<file path="config.mk">
export PLATFORM = sky130hd
export DESIGN_NAME = lfsr_shift_reg
export DESIGN_NICKNAME = d
export VERILOG_FILES = /design/src/rtl/lfsr_shift_reg.sv
export SDC_FILE = /design/constraint.sdc
export NUM_CORES = 1
export LEC_CHECK = 0
export ABC_AREA = 0
export CORE_MARGIN = 3
export CORE_UTILIZATION = 52
export DETAILED_ROUTE_END_ITERATION = 8
export MAX_ROUTING_LAYER = met4
export PLACE_DENSITY_LB_ADDON = 0.3
export SYNTH_ARGS = -nofsm -noshare
export SYNTH_HDL_FRONTEND = slang
export SYNTH_SLANG_ARGS = --single-unit
</file>
<file path="constraint.sdc">
create_clock -name clk -period 6 [get_ports clk]
set_clock_uncertainty 0.2 [all_clocks]
set_input_delay 1.2 -clock clk [delete_from_list [all_inputs] [get_ports clk]]
set_output_delay 1.2 -clock clk [all_outputs]
set_load 0.02 [all_outputs]
</file>
<file path="src/rtl/lfsr_shift_reg.sv">
// Multi-mode shift register with a Fibonacci LFSR mode.
// Each step applies one of hold, load, shift, rotate or LFSR update.
// A step is either a single enabled step while idle, or part of a counted
// run started with start/steps. During a run the operation is latched and
// d/sin are taken live. done pulses for one cycle when a run completes.
module lfsr_shift_reg #(
   parameter int               WIDTH       = 8,
   parameter logic [WIDTH-1:0] RESET_VALUE = '0,
   parameter logic [WIDTH-1:0] TAPS        = 8'hB8,
   parameter int               CNT_W       = 8
) (
   input  logic             clk,
   input  logic             clear,
   input  logic             en,
   input  logic [2:0]       mode,
   input  logic [WIDTH-1:0] d,
   input  logic             sin,
   input  logic             start,
   input  logic [CNT_W-1:0] steps,
   output logic [WIDTH-1:0] q,
   output logic             sout,
   output logic             busy,
   output logic             done
);

   typedef enum logic {
      S_IDLE = 1'b0,
      S_RUN  = 1'b1
   } state_t;

   localparam logic [2:0] OP_HOLD = 3'b000;
   localparam logic [2:0] OP_LOAD = 3'b001;
   localparam logic [2:0] OP_SHL  = 3'b010;
   localparam logic [2:0] OP_SHR  = 3'b011;
   localparam logic [2:0] OP_ROL  = 3'b100;
   localparam logic [2:0] OP_ROR  = 3'b101;
   localparam logic [2:0] OP_LFSR = 3'b110;

   localparam logic [CNT_W-1:0] CNT_ONE  = CNT_W'(1);
   localparam logic [CNT_W-1:0] CNT_ZERO = '0;

   state_t           state_reg, state_next;
   logic [CNT_W-1:0] cnt_reg, cnt_next;
   logic [2:0]       mode_reg, mode_next;
   logic [WIDTH-1:0] q_reg, q_next;
   logic             done_reg, done_next;

   logic [2:0]       op_sel;
   logic [WIDTH-1:0] step_q;
   logic [WIDTH-1:0] tapped;
   logic             feedback;

   // Per-bit tap gating; the feedback bit is the parity of the tapped bits.
   // An all-zero register therefore stays zero in LFSR mode.
   genvar gi;
   generate
      for (gi = 0; gi < WIDTH; gi++) begin : g_tap
         assign tapped[gi] = q_reg[gi] & TAPS[gi];
      end
   endgenerate

   assign feedback = ^tapped;

   // Operation select: latched code during a run, live code while idle.
   always_comb begin
      op_sel = (state_reg == S_RUN) ? mode_reg : mode;
   end

   // One shared step datapath computing the register value after one step.
   always_comb begin
      step_q = q_reg;
      case (op_sel)
         OP_HOLD: step_q = q_reg;
         OP_LOAD: step_q = d;
         OP_SHL:  step_q = {q_reg[WIDTH-2:0], sin};
         OP_SHR:  step_q = {sin, q_reg[WIDTH-1:1]};
         OP_ROL:  step_q = {q_reg[WIDTH-2:0], q_reg[WIDTH-1]};
         OP_ROR:  step_q = {q_reg[0], q_reg[WIDTH-1:1]};
         OP_LFSR: step_q = {q_reg[WIDTH-2:0], feedback};
         default: step_q = q_reg;
      endcase
   end

   // State register and datapath registers; clear acts immediately.
   always_ff @(posedge clk or posedge clear) begin
      if (clear) begin
         state_reg <= S_IDLE;
         cnt_reg   <= '0;
         mode_reg  <= OP_HOLD;
         q_reg     <= RESET_VALUE;
         done_reg  <= 1'b0;
      end else begin
         state_reg <= state_next;
         cnt_reg   <= cnt_next;
         mode_reg  <= mode_next;
         q_reg     <= q_next;
         done_reg  <= done_next;
      end
   end

   // Next-state logic. A start with zero steps completes at once without
   // entering the run state. In the run state the counter holds the number
   // of steps still to apply, so the last step is the one seen with count 1.
   always_comb begin
      state_next = state_reg;
      cnt_next   = cnt_reg;
      mode_next  = mode_reg;
      q_next     = q_reg;
      done_next  = 1'b0;
      if (state_reg == S_RUN) begin
         q_next   = step_q;
         cnt_next = cnt_reg - CNT_ONE;
         if (cnt_reg == CNT_ONE) begin
            state_next = S_IDLE;
            done_next  = 1'b1;
         end
      end else if (start) begin
         mode_next = mode;
         cnt_next  = steps;
         if (steps == CNT_ZERO) begin
            done_next = 1'b1;
         end else begin
            state_next = S_RUN;
         end
      end else if (en) begin
         q_next = step_q;
      end
   end

   // Outputs decoded from the registered state.
   always_comb begin
      q    = q_reg;
      sout = q_reg[WIDTH-1];
      busy = (state_reg == S_RUN);
      done = done_reg;
   end

endmodule

</file>
==> impl_results.md <==
* R2R Path Start: busy
* Max-cap viol count at 0
* Final period util at 0.566
* Power Density at 515 nW/um2
* DRT iter0 DRCs at 33
* Residual DRC at 0
* Fin crit period at 3.40 ns
* Number of flops mapped to enable cells by yosys at 0
* WP buf/inv at 1
* Post-synth cell types at 38
* Die width at 56.7 um
* Std cell rows at 17
* Post-Syn Nets at 164
* Die footprint at 3220 um2
* Synth Instances at 138
* Met3 Use GR at 0.0299
* Cell Area, Synth at 1340 um2
* Commonest cells after routing, fill and taps aside: clkdlybuf4s50_1, dfrtp_1, o21ai_0
* Least-Margin Pin Slew at 0.886 ns
* Setup crit end: busy
* Routed length per instance at 15.4 um
* H-tree lvl count at 1
* TritonCTS Sinks at 21
* Clock root buffer: clkbuf_4
* Critical-path cell list: clkdlybuf4s50_1
* Clk buf depth at 2
* Outcome: finished, final reports clean
* IO Count at 35
* Vias in the first global route at 1192
* Fmax at 0.294 GHz
* Synth top area share at 0.393
* Largest net degree at the start of global routing at 30
* Layout cells sized above 1 at 0.0994
* Met1 usage at 0.254
* Postcts setup bufs at 0
* CTS Hold Bufs at 0
* Placer Congestion at 0.852
* Setup violators final at 0
* First-pass GRT wire length at 5.24 mm
* Register bit total from synthesis at 21
* Clock transition at path regs at 0.11 ns
* Nets at 198
* Post-cts resize count at 0
* Via Count at 1169
* TritonCTS clock tree: done
* Setup CP Type: flop to primary output
* Clk_lat worst skew at 0.30 ns
* RSZ-0062 raised after global routing: false
* Core footprint at 2320 um2
* Reg-to-reg endpoint: q[5]
* Hold Path Origin: cnt_reg[6]
* Routed vias/inst at 5.87
* Critical path fanouts, max at 29
* Slew HR at 0.410
* Dpl hpwl at 2.32 mm
* Final WL at 3.06 mm
* # diodes at 0
* Crit-path max cell delay at 0.94 ns
* Yosys warning count at 0
* P&R area growth vs syn at 27.9%
* CP delay by family, top: flip-flops
* Worst Hold Class: flop to flop
* Mapped Avg Cell Area at 9.69 um2
* Arrival time worst endpoint at 2.00 ns
* Critical path startpoint category: flop
* Port Buffers at 34
* Post-synthesis sequential area ratio at 0.393
* CP startpoint: busy
* Required @ worst endpoint at 4.60 ns
* CP max-delay cell: dfrtp_1
* GRT overflow at 0
* Initial cell density of the core at 0.577
* WP depth at 1
* Ys flop type: dfrtp_1
* Total Power at 881 uW
* Fin util at 0.738
* Most common cell after layout, fill and taps aside: clkdlybuf4s50_1
* Num CTS Buffers at 3
* Die height at 56.7 um
* Crit path capture type: primary output
* Grt peak-use layer: met2
* Antenna-violating nets left at 0
* Initial antenna violation count at 0
* Final Hold Fails at 0
* Worst VDD drop at 0.350 mV
* Async S/R FF share, synth at 1.00
* Leak at 0.000710 uW
* DRT Pass-1 Iters at 4
* Final Slew Violations at 0
* Grt met2 use at 0.333
* GRT Total Usage at 0.208
* Top cells by area, synth: dfrtp_1, mux2_2, o21ai_0, mux2i_1, a21oi_1
* R2R Setup Slk at 3.35 ns
* Area leader, netlist: dfrtp_1
* R2r worst-path depth at 4
* TNS Setup at 0 ns
[worst min path at each step]
stage	slack, ns	to	cells past startpoint
floorplan	0.26	cnt_reg[6]	2
global placement	0.28	cnt_reg[6]	2
detailed placement	0.29	cnt_reg[6]	2
CTS	0.32	cnt_reg[6]	2
global route	0.36	cnt_reg[6]	2
finish	0.32	cnt_reg[6]	2
[routing by layer]
metal / vias up / part of all wire
li1: 582 / -
met1: 542 / 0.45
met2: 37 / 0.48
met3: 8 / 0.046
met4: 0 / 0.022
met5: - / 0
[cell type report]
type,count,area (um2)
repair buffers,34,340
inverters,8,30.0
flip-flops and latches,21,526
well taps,28,35.0
fillers,169,608
multi-input cells,104,752
clock inverters,1,5.00
clock buffers,3,22.5
[metrics by stage]
step / area [um2] / hold slack (ns) / cells / setup slack [ns]
after detailed placement: 1680 / 0.290 / 195 / 2.62
after floorplan: 1340 / 0.264 / 138 / 3.27
after CTS: 1710 / 0.323 / 199 / 2.58
after global placement: 1680 / 0.278 / 195 / 2.66
after global routing: 1710 / 0.363 / 199 / 2.49
final: 1710 / 0.321 / 199 / 2.60
[worst register-to-register path: stages (launching register included)]
cell     delay [ns]
dfrtp_1        0.94
mux2_4         0.42
a211o_1        0.29
a21oi_4        0.33
mux2_2         0.38
[synthesized netlist by cell type (2+ instances only)]
master and count:
a211oi_1 2, a21oi_1 9, a2bb2oi_1 5, clkbuf_1 3, dfrtp_1 21, ha_1 2, inv_1 8, mux2_2 8
mux2i_1 5, nand2_1 8, nand3_1 3, nand4b_1 2, nor2_1 6, nor2b_1 4, nor3_1 4, nor3b_1 2
nor4_1 3, o211ai_1 2, o21ai_0 11, o22ai_1 7, xnor2_1 4, xor2_1 3
[power breakdown]
group | internal, uW | switching, uW | total [uW]
logic | 271 | 249 | 520
registers | 211 | 82.0 | 293
clock network | 24.9 | 43.1 | 67.9
total | 507 | 374 | 881
[kinds of logic (layout without fill, tap and decap cells)]
family,Yosys count,after routing,synth area share
and+or+nand+nor,34,34,0.133
muxes,14,14,0.116
xor gates and xnor gates,7,7,0.0458
buffers and inverters,13,46,0.0449
DFF,21,21,0.393
adders and majority gates,2,2,0.0187
AOI/OAI and AO/OA,47,47,0.249
No activity file was read; power rests on OpenSTA's default activity.
